===== src/rtl/uart_frame_rx.sv =====
// 8N1 UART receiver with FF FF sync-word framing into a 128-bit payload.
// Optional inter-byte timeout is built when UART_RX_TIMEOUT_EN is defined.
module uart_frame_rx #(
    parameter int CLKS_PER_BIT = 104,
    parameter int TIMEOUT_BITS = 20
) (
    input  logic         clk,
    input  logic         rst_n,
    input  logic         uart_rx,
    output logic [127:0] payload,
    output logic         payload_valid,
    output logic         frame_err,
    output logic         busy
);

    localparam int CNT_W = $clog2(CLKS_PER_BIT);
    localparam logic [CNT_W-1:0] HALF_CNT = CNT_W'(CLKS_PER_BIT / 2);
    localparam logic [CNT_W-1:0] LAST_CNT = CNT_W'(CLKS_PER_BIT - 1);

    typedef enum logic [1:0] {
        S_IDLE  = 2'd0,
        S_START = 2'd1,
        S_DATA  = 2'd2,
        S_STOP  = 2'd3
    } samp_state_t;

    typedef enum logic [1:0] {
        F_HUNT0   = 2'd0,
        F_HUNT1   = 2'd1,
        F_PAYLOAD = 2'd2
    } frm_state_t;

    logic rx_meta_q, rx_sync_q, rx_prev_q;

    samp_state_t      samp_q, samp_d;
    logic [CNT_W-1:0] bit_cnt_q, bit_cnt_d;
    logic [2:0]       bit_idx_q, bit_idx_d;
    logic [7:0]       shift_q, shift_d;
    logic             byte_ok, byte_bad;

    frm_state_t   frm_q, frm_d;
    logic [3:0]   byte_cnt_q, byte_cnt_d;
    logic [103:0] shadow_q, shadow_d;
    logic [127:0] payload_q, payload_d;
    logic         valid_q, valid_d;
    logic         err_q, err_d;
    logic         tmo_fire;

    always_ff @(posedge clk or negedge rst_n) begin
        if (!rst_n) begin
            rx_meta_q <= 1'b1;
            rx_sync_q <= 1'b1;
            rx_prev_q <= 1'b1;
        end else begin
            rx_meta_q <= uart_rx;
            rx_sync_q <= rx_meta_q;
            rx_prev_q <= rx_sync_q;
        end
    end

    // Byte sampler: shift_q holds the completed byte during the stop-sample cycle.
    always_comb begin
        samp_d    = samp_q;
        bit_cnt_d = bit_cnt_q;
        bit_idx_d = bit_idx_q;
        shift_d   = shift_q;
        byte_ok   = 1'b0;
        byte_bad  = 1'b0;
        case (samp_q)
            S_IDLE: begin
                if (rx_prev_q && !rx_sync_q) begin
                    samp_d    = S_START;
                    bit_cnt_d = '0;
                end
            end
            S_START: begin
                if (bit_cnt_q == HALF_CNT) begin
                    bit_cnt_d = '0;
                    bit_idx_d = '0;
                    samp_d    = rx_sync_q ? S_IDLE : S_DATA;
                end else begin
                    bit_cnt_d = bit_cnt_q + 1'b1;
                end
            end
            S_DATA: begin
                if (bit_cnt_q == LAST_CNT) begin
                    bit_cnt_d = '0;
                    shift_d   = {rx_sync_q, shift_q[7:1]};
                    if (bit_idx_q == 3'd7) begin
                        samp_d = S_STOP;
                    end else begin
                        bit_idx_d = bit_idx_q + 1'b1;
                    end
                end else begin
                    bit_cnt_d = bit_cnt_q + 1'b1;
                end
            end
            S_STOP: begin
                if (bit_cnt_q == LAST_CNT) begin
                    bit_cnt_d = '0;
                    samp_d    = S_IDLE;
                    byte_ok   = rx_sync_q;
                    byte_bad  = !rx_sync_q;
                end else begin
                    bit_cnt_d = bit_cnt_q + 1'b1;
                end
            end
            default: samp_d = S_IDLE;
        endcase
    end

    always_ff @(posedge clk or negedge rst_n) begin
        if (!rst_n) begin
            samp_q    <= S_IDLE;
            bit_cnt_q <= '0;
            bit_idx_q <= '0;
            shift_q   <= '0;
        end else begin
            samp_q    <= samp_d;
            bit_cnt_q <= bit_cnt_d;
            bit_idx_q <= bit_idx_d;
            shift_q   <= shift_d;
        end
    end

`ifdef UART_RX_TIMEOUT_EN
    localparam int TMO_CYC = TIMEOUT_BITS * CLKS_PER_BIT;
    localparam int TMO_W   = $clog2(TMO_CYC);
    localparam logic [TMO_W-1:0] TMO_LOAD = TMO_W'(TMO_CYC - 1);

    logic [TMO_W-1:0] tmo_q, tmo_d;
    logic             tmo_run;

    // Down-counter reloaded on every accepted byte; only runs while the line is idle.
    assign tmo_run  = (frm_q != F_HUNT0) && (samp_q == S_IDLE);
    assign tmo_fire = tmo_run && (tmo_q == '0);

    always_comb begin
        tmo_d = tmo_q;
        if (byte_ok) begin
            tmo_d = TMO_LOAD;
        end else if (tmo_run && (tmo_q != '0)) begin
            tmo_d = tmo_q - 1'b1;
        end
    end

    always_ff @(posedge clk or negedge rst_n) begin
        if (!rst_n) begin
            tmo_q <= '0;
        end else begin
            tmo_q <= tmo_d;
        end
    end
`else
    assign tmo_fire = 1'b0;
`endif

    always_comb begin
        frm_d      = frm_q;
        byte_cnt_d = byte_cnt_q;
        shadow_d   = shadow_q;
        payload_d  = payload_q;
        valid_d    = 1'b0;
        err_d      = 1'b0;
        if (byte_bad || tmo_fire) begin
            frm_d      = F_HUNT0;
            byte_cnt_d = '0;
            err_d      = 1'b1;
        end else if (byte_ok) begin
            case (frm_q)
                F_HUNT0: begin
                    if (shift_q == 8'hff) frm_d = F_HUNT1;
                end
                F_HUNT1: begin
                    byte_cnt_d = '0;
                    frm_d      = (shift_q == 8'hff) ? F_PAYLOAD : F_HUNT0;
                end
                F_PAYLOAD: begin
                    shadow_d = {shadow_q[95:0], shift_q};
                    if (byte_cnt_q == 4'd13) begin
                        payload_d  = {16'hffff, shadow_q, shift_q};
                        valid_d    = 1'b1;
                        byte_cnt_d = '0;
                        frm_d      = F_HUNT0;
                    end else begin
                        byte_cnt_d = byte_cnt_q + 1'b1;
                    end
                end
                default: frm_d = F_HUNT0;
            endcase
        end
    end

    always_ff @(posedge clk or negedge rst_n) begin
        if (!rst_n) begin
            frm_q      <= F_HUNT0;
            byte_cnt_q <= '0;
            shadow_q   <= '0;
            payload_q  <= '0;
            valid_q    <= 1'b0;
            err_q      <= 1'b0;
        end else begin
            frm_q      <= frm_d;
            byte_cnt_q <= byte_cnt_d;
            shadow_q   <= shadow_d;
            payload_q  <= payload_d;
            valid_q    <= valid_d;
            err_q      <= err_d;
        end
    end

    assign payload       = payload_q;
    assign payload_valid = valid_q;
    assign frame_err     = err_q;
    assign busy          = (samp_q != S_IDLE) || (frm_q != F_HUNT0);

endmodule


===== config.mk =====
export PLATFORM = sky130hd
export DESIGN_NAME = uart_frame_rx
export DESIGN_NICKNAME = d
export VERILOG_FILES = /design/src/rtl/uart_frame_rx.sv
export SDC_FILE = /design/constraint.sdc
export NUM_CORES = 1
export LEC_CHECK = 0
export CORE_MARGIN = 2
export CORE_UTILIZATION = 57
export CTS_BUF_LIST = sky130_fd_sc_hd__clkbuf_8
export CTS_CLUSTER_SIZE = 25
export DETAILED_ROUTE_END_ITERATION = 16
export GPL_TIMING_DRIVEN = 0
export PLACE_DENSITY = 0.94
export SETUP_SLACK_MARGIN = 0.15
export SLEW_MARGIN = 20
export SYNTH_ARGS = -nofsm -noshare
export SYNTH_HDL_FRONTEND = slang
export SYNTH_SLANG_ARGS = --single-unit

===== constraint.sdc =====
create_clock -name clk -period 2.45 [get_ports clk]
set_input_delay 0.3675 -clock clk [delete_from_list [all_inputs] [get_ports clk]]
set_output_delay 0.3675 -clock clk [all_outputs]
set_load 0.02 [all_outputs]

==> results.sh, run 1 <==
export IMPL_gr_max_usage_layer="met2"
export IMPL_clockBufferDepth=3
export IMPL_hpwl_um=13550
export IMPL_cts_root_buf="clkbuf_8"
export IMPL_min_period_ps=2227
export IMPL_worstPathArrival_ps=1860
export IMPL_synth_area_mux_share=0.2643
export IMPL_power_density_mw_per_mm2=661.4
export IMPL_cts_htree_levels=2
export IMPL_io_pins=134
export IMPL_overflow=0
export IMPL_synth_area_mm2=0.009702
export IMPL_rsz0062_at_grt="false"
export IMPL_portBuffers=133
export IMPL_endpoint_kind="primary output"
export IMPL_final_hold_viol_count=0
export IMPL_setup_viol=0
export IMPL_worstMarginPinSlew_ps=1034
export IMPL_syn_avg_cell_area_um2=15.70
export IMPL_crit_fanout=10
export IMPL_synth_xor_area_frac=0.002708
export IMPL_clk_pin_slew_ps=70
export IMPL_grt_pass1_vias=6259
export IMPL_final_cell_mix="dfrtp_1 (242), mux2_2 (167), clkdlybuf4s50_1 (131)"
export IMPL_row_count=47
export IMPL_outcome="finished clean"
export IMPL_diodes=0
export IMPL_r2r_cells=8
export IMPL_placed_area_mm2=0.01137
export IMPL_use_met1=0.2973
export IMPL_final_seq_area_mm2=0.006213
export IMPL_clkSinkCount=248
export IMPL_dr_pass1_iters=4
export IMPL_dieArea_mm2=0.01808
export IMPL_fillers=992
export IMPL_drv_slew=0
export IMPL_dp_worst_setup_slack_ps=-189.3
export IMPL_stdcell_area_mm2=0.01224
export IMPL_synth_compound_area_share=0.02270
export IMPL_endpoint="busy"
export IMPL_drc=0
export IMPL_hold_slack_ps=266.6
export IMPL_vias_per_cell=5.430
export IMPL_r2r_start="bit_cnt_q[0]"
export IMPL_multiInputGateArea_mm2=0.003213
export IMPL_synth_seq_area_share=0.6401
export IMPL_p_leak_nw=6.116
export IMPL_startpoint_type="flip-flop"
export IMPL_drv_cap=0
export IMPL_ys_types=47
export IMPL_max_vdd_ir_drop_mv=0.7311
export IMPL_initial_core_util=0.5850
export IMPL_max_slew_margin=0.3067
export IMPL_worst_r2r_setup_slack_ps=270
export IMPL_r2r_end="payload[89]"
export IMPL_num_vias=5680
export IMPL_grt_usage=0.2338
export IMPL_routed_wl_um=20100
export IMPL_core_mm2=0.01658
export IMPL_grt_pass1_wl_um=33040
export IMPL_synth_edf_count=0
export IMPL_synth_cells=618
export IMPL_worstHoldPathType="primary input to flip-flop"
export IMPL_drive_above_1_share=0.3438
export IMPL_grt_antenna_before_repair=0
export IMPL_insertion_delay_ps=530
export IMPL_cts_tree="built"
export IMPL_drtIter0Drc=253
export IMPL_wl_per_cell_um=19.22
export IMPL_synth_top_family_by_area="multiplexers"
export IMPL_synth_seq_cells=248
export IMPL_period_share=0.9090
export IMPL_synth_flop_cell="dfrtp_1"
export IMPL_grtUsageMet2=0.4016
export IMPL_grt_max_degree=104
export IMPL_grt_util_met3=0.05818
export IMPL_area_growth_pct=26.14
export IMPL_ant_nets=0
export IMPL_cts_made_buffers=39
export IMPL_skew_ps=18.39
export IMPL_worst_slack_ps=223.0
export IMPL_place_congestion=0.8737
export IMPL_ys_warn_count=0
export IMPL_die_h_um=134.5
export IMPL_synth_fa_ha_area_frac=0.007738
export IMPL_die_x_um=134.5
export IMPL_syn_nets=627
export IMPL_cp_required_ps=2080
export IMPL_max_freq_mhz=449.0
export IMPL_synthArstFlopShare=1.000
export IMPL_layout_cells_most_common="dfrtp_1"
export IMPL_crit_type="flip-flop to primary output"
export IMPL_synth_simple_area_share=0.03056
export IMPL_nets=809
[worst min path at each step]
stage	start	endpoint	slack, ps	cells after the start
finish	uart_rx	rx_meta_q	270	1
global route	uart_rx	rx_meta_q	250	1
floorplan	rst_n	async pin	70	0
detailed placement	rx_meta_q	rx_sync_q	350	0
CTS	uart_rx	rx_meta_q	240	1
global placement	rx_meta_q	rx_sync_q	350	0
[cell families (layout without fill, tap and decap cells)]
logic type,after synthesis,in the layout
flops,248,248
buf+inv,48,256
compound gates,33,33
xor+xnor,3,3
fa+ha+maj,6,6
mux,228,228
simple gates,52,52
[through the flow]
stage                TNS, ps  power [mW]  std cells  utilization
floorplan                  0       4.557        618            -
global placement    -2102470       4.700        971       0.6819
detailed placement    -10410       4.752        973       0.6855
CTS                        0       8.112       1044       0.7348
global route               0       8.450       1046       0.7380
finish                     0       8.094       1046       0.7380
[Yosys cell counts (3+ instances only)]
| master | number | area, um2 |
|---|---|---|
| buf_2 | 17 | 85.08 |
| nand2_1 | 17 | 63.81 |
| inv_1 | 7 | 26.28 |
| mux2i_1 | 3 | 30.03 |
| ha_1 | 6 | 75.07 |
| mux2_1 | 58 | 653.1 |
| buf_6 | 7 | 78.83 |
| nor2_1 | 4 | 15.01 |
| mux2_2 | 167 | 1881 |
| nand3_1 | 7 | 35.03 |
| dfrtp_1 | 245 | 6131 |
| and2_1 | 4 | 25.02 |
| o21ai_0 | 14 | 70.07 |
| buf_4 | 15 | 112.6 |
| dfstp_2 | 3 | 78.83 |
[timing repair]
item                                    4_1_cts  5_1_grt
hold buffers                                  1        0
endpoints found under the hold margin        98        0
setup buffers                                 3        2
resized for setup                            11       11
endpoints found under the setup margin      178      159
pin swaps                                     1        1
[critical path, cell delays in order (launching register included)]
cell	delay (ps)
dfrtp_1	400
clkbuf_2	180
or4_1	570
buf_2	180
[sequential cells by signal, indices dropped and copies added, names as in the netlist, named ones only]
register       count
rx_sync_q          1
bit_cnt_q          7
payload_valid      1
samp_q             1
bit_idx_q          3
payload          113
byte_cnt_q         4
shift_q            8
rx_prev_q          1
shadow_q         104
frm_q              2
rx_meta_q          1
frame_err          1
[layer usage]
layer | wire [um] | vias to the layer above
met5 | 0 | -
met1 | 8411 | 2937
li1 | - | 2553
met3 | 1106 | 28
met4 | 342 | 0
met2 | 10240 | 162
[layout make-up]
class | count | area share
Tap cell | 220 | 0.02249
Clock buffer | 50 | 0.05623
Buffer | 41 | 0.02546
Sequential cell | 248 | 0.5077
Timing Repair Buffer | 141 | 0.1172
Clock inverter | 17 | 0.006237
Multi-Input combinational cell | 322 | 0.2625
Inverter | 7 | 0.002147
[where the power goes]
group          switching [mW]  total [mW]  internal (mW)
Combinational           0.293       0.485          0.193
Clock                    1.51        3.34           1.83
Sequential             0.0985        4.27           4.17
(Power assumes the default switching activity.)
==> run 2: changes to the inputs <==
--- a/config.mk
+++ b/config.mk
@@ -5,6 +5,7 @@
 export SDC_FILE = /design/constraint.sdc
 export NUM_CORES = 1
 export LEC_CHECK = 0
+export ABC_CLOCK_PERIOD_IN_PS = 2450
 export CORE_MARGIN = 2
 export CORE_UTILIZATION = 57
 export CTS_BUF_LIST = sky130_fd_sc_hd__clkbuf_8
==> results of run 2 <==
No change in the layout: final DEF, timing and power equal those of run 1.
==> patch, RTL diff (config.mk and constraints of run 2) <==
The parameter `CLKS_PER_BIT` goes from 104 to 208.
--- a/src/rtl/uart_frame_rx.sv
+++ b/src/rtl/uart_frame_rx.sv
@@ -1,7 +1,7 @@
 // 8N1 UART receiver with FF FF sync-word framing into a 128-bit payload.
 // Optional inter-byte timeout is built when UART_RX_TIMEOUT_EN is defined.
 module uart_frame_rx #(
-    parameter int CLKS_PER_BIT = 104,
+    parameter int CLKS_PER_BIT = 208,
     parameter int TIMEOUT_BITS = 20
 ) (
     input  logic         clk,
Behaviour: no difference found for any inputs over 4 cycles, from zero or initial values and one cycle with rst_n low; that may be too few to reach the edited logic, so the function may still have changed.
==> patch against run 2 <==
- global-route usage up 1.6 points
- first-iteration DRC count rose by 130%
- sequential cell count rose by 1
- power rose by 0.97%
- setup slack lost 140 ps
- design area is 8.1% higher
- wire length up 34%
- area after synthesis increased by 1.7%
- synthesized cell count grew 38%
- largest power group unchanged
- highest routed layer unchanged
==> patch: results (changes against run 2) <==
Status = finished clean
Logic power comb = 447 uW (-7.8%)
Fill count = 952 (-4.0%)
Syn nets = 862 (+37%)
Clock network area share = 5.703% (-0.54 points)
Post-CTS resize count = 29 (+18)
Pre-Repair DR Iteration Count = 5 (+1)
Synth Area in Adders = 0.7610% (-0.013 points)
Final non-filler cell total = 1307 (+25%)
Layout non-clock buf frac = 17.34% (+3.1 points)
Worst Path Arrival = 2780 ps (+920 ps)
Comb_multi_in = 541 (+68%)
Compound-gate portion of the synthesized area = 2.385% (+0.11 points)
Largest cells by area after synthesis = dfrtp_1, nand2_1, mux2_1
Final core utilization = 77.29% (+3.5 points)
Sink Count = 249 (+0.40%)
Initial DRC count = 580 (+130%)
Layout cells sized above 1 = 24.40% (-10 points)
Clk Latency, worst-skew pair = 550 ps (+20 ps)
Critical Path Fanout Max = 6 (-4)
Pwr Total = 8173 uW (+0.97%)
Gpl congestion = 0.7894 (-9.6%)
Reg-to-reg endpoint = byte_cnt_q[2]
Seq area share = 47.17% (-3.6 points)
Clock buffer count = 46 (-8.0%)
Syn Inst Count = 853 (+38%)
Detailed Route WL = 26970 microns (+34%)
Via Count = 7507 (+32%)
DP Area = 11540 sq um (+1.5%)
Period utilisation layout = 96.63% (+5.7 points)
Worst-margin pin slew = 1009 ps (-24.89 ps)
Invs w/o clock = 10 (+3)
Placed cell count = 1213 (+25%)
Net count, final = 1065 (+32%)
Reg2reg setup slack = 80 ps (-190 ps)
Postcts setup bufs = 11 (+8)
Leak = 0.006664 uW (+9.0%)
Post-Synth XOR/XNOR Area = 0.2664% (-0.0045 points)
HPWL after DPL = 14790 microns (+9.2%)
Dpl ws = -296.3 ps (-107.1 ps)
Largest net degree at the start of global routing = 101 (-2.9%)
Netlist cell types = 49 (+4.3%)
Fraction of area in multi-input gates = 27.38% (+1.1 points)
Commonest cells in the synthesized netlist = nand2_1, dfrtp_1, mux2_1
Sequential area share after synthesis = 63.20% (-0.80 points)
Clock power share = 42.6% (+1.3 points)
Global-route wire length before repair = 36200 microns (+9.6%)
==> patch: cell types whose count changed in the layout (fill, tap and decap cells not counted), sizes merged, moves of 4 or more <==
cell,change
o22ai,+6
buf,+13
o21ai,-5
clkbuf,+17
a21oi,+4
mux2,-106
or4,+4
nand2,+317
==> patch: logic make-up (layout without fill, tap and decap cells) <==
| family | Yosys count | in the layout |
|---|---|---|
| adders and majority gates | 6 | 6 |
| and+or+nand+nor | 376 | 376 |
| buffers and inverters | 63 | 292 |
| AOI/OAI and AO/OA | 36 | 36 |
| muxes | 120 | 120 |
| xor gates and xnor gates | 3 | 3 |
| DFF | 249 | 249 |
==> patch: critical path: stages (launching register included) <==
cell,delay (ps)
dfrtp_2,440
nand4bb_4,240
buf_4,160
buf_4,140
or3_1,450
or3_1,450
o41ai_2,370
==> patch: per-layer routing <==
layer	vias up	global-route usage (%)	share of wire [%]
met4	0	9.606	3.8
met2	390	41.86	51
met3	93	5.574	7.3
met5	-	0	0
li1	3195	-	-
met1	3829	32.03	38
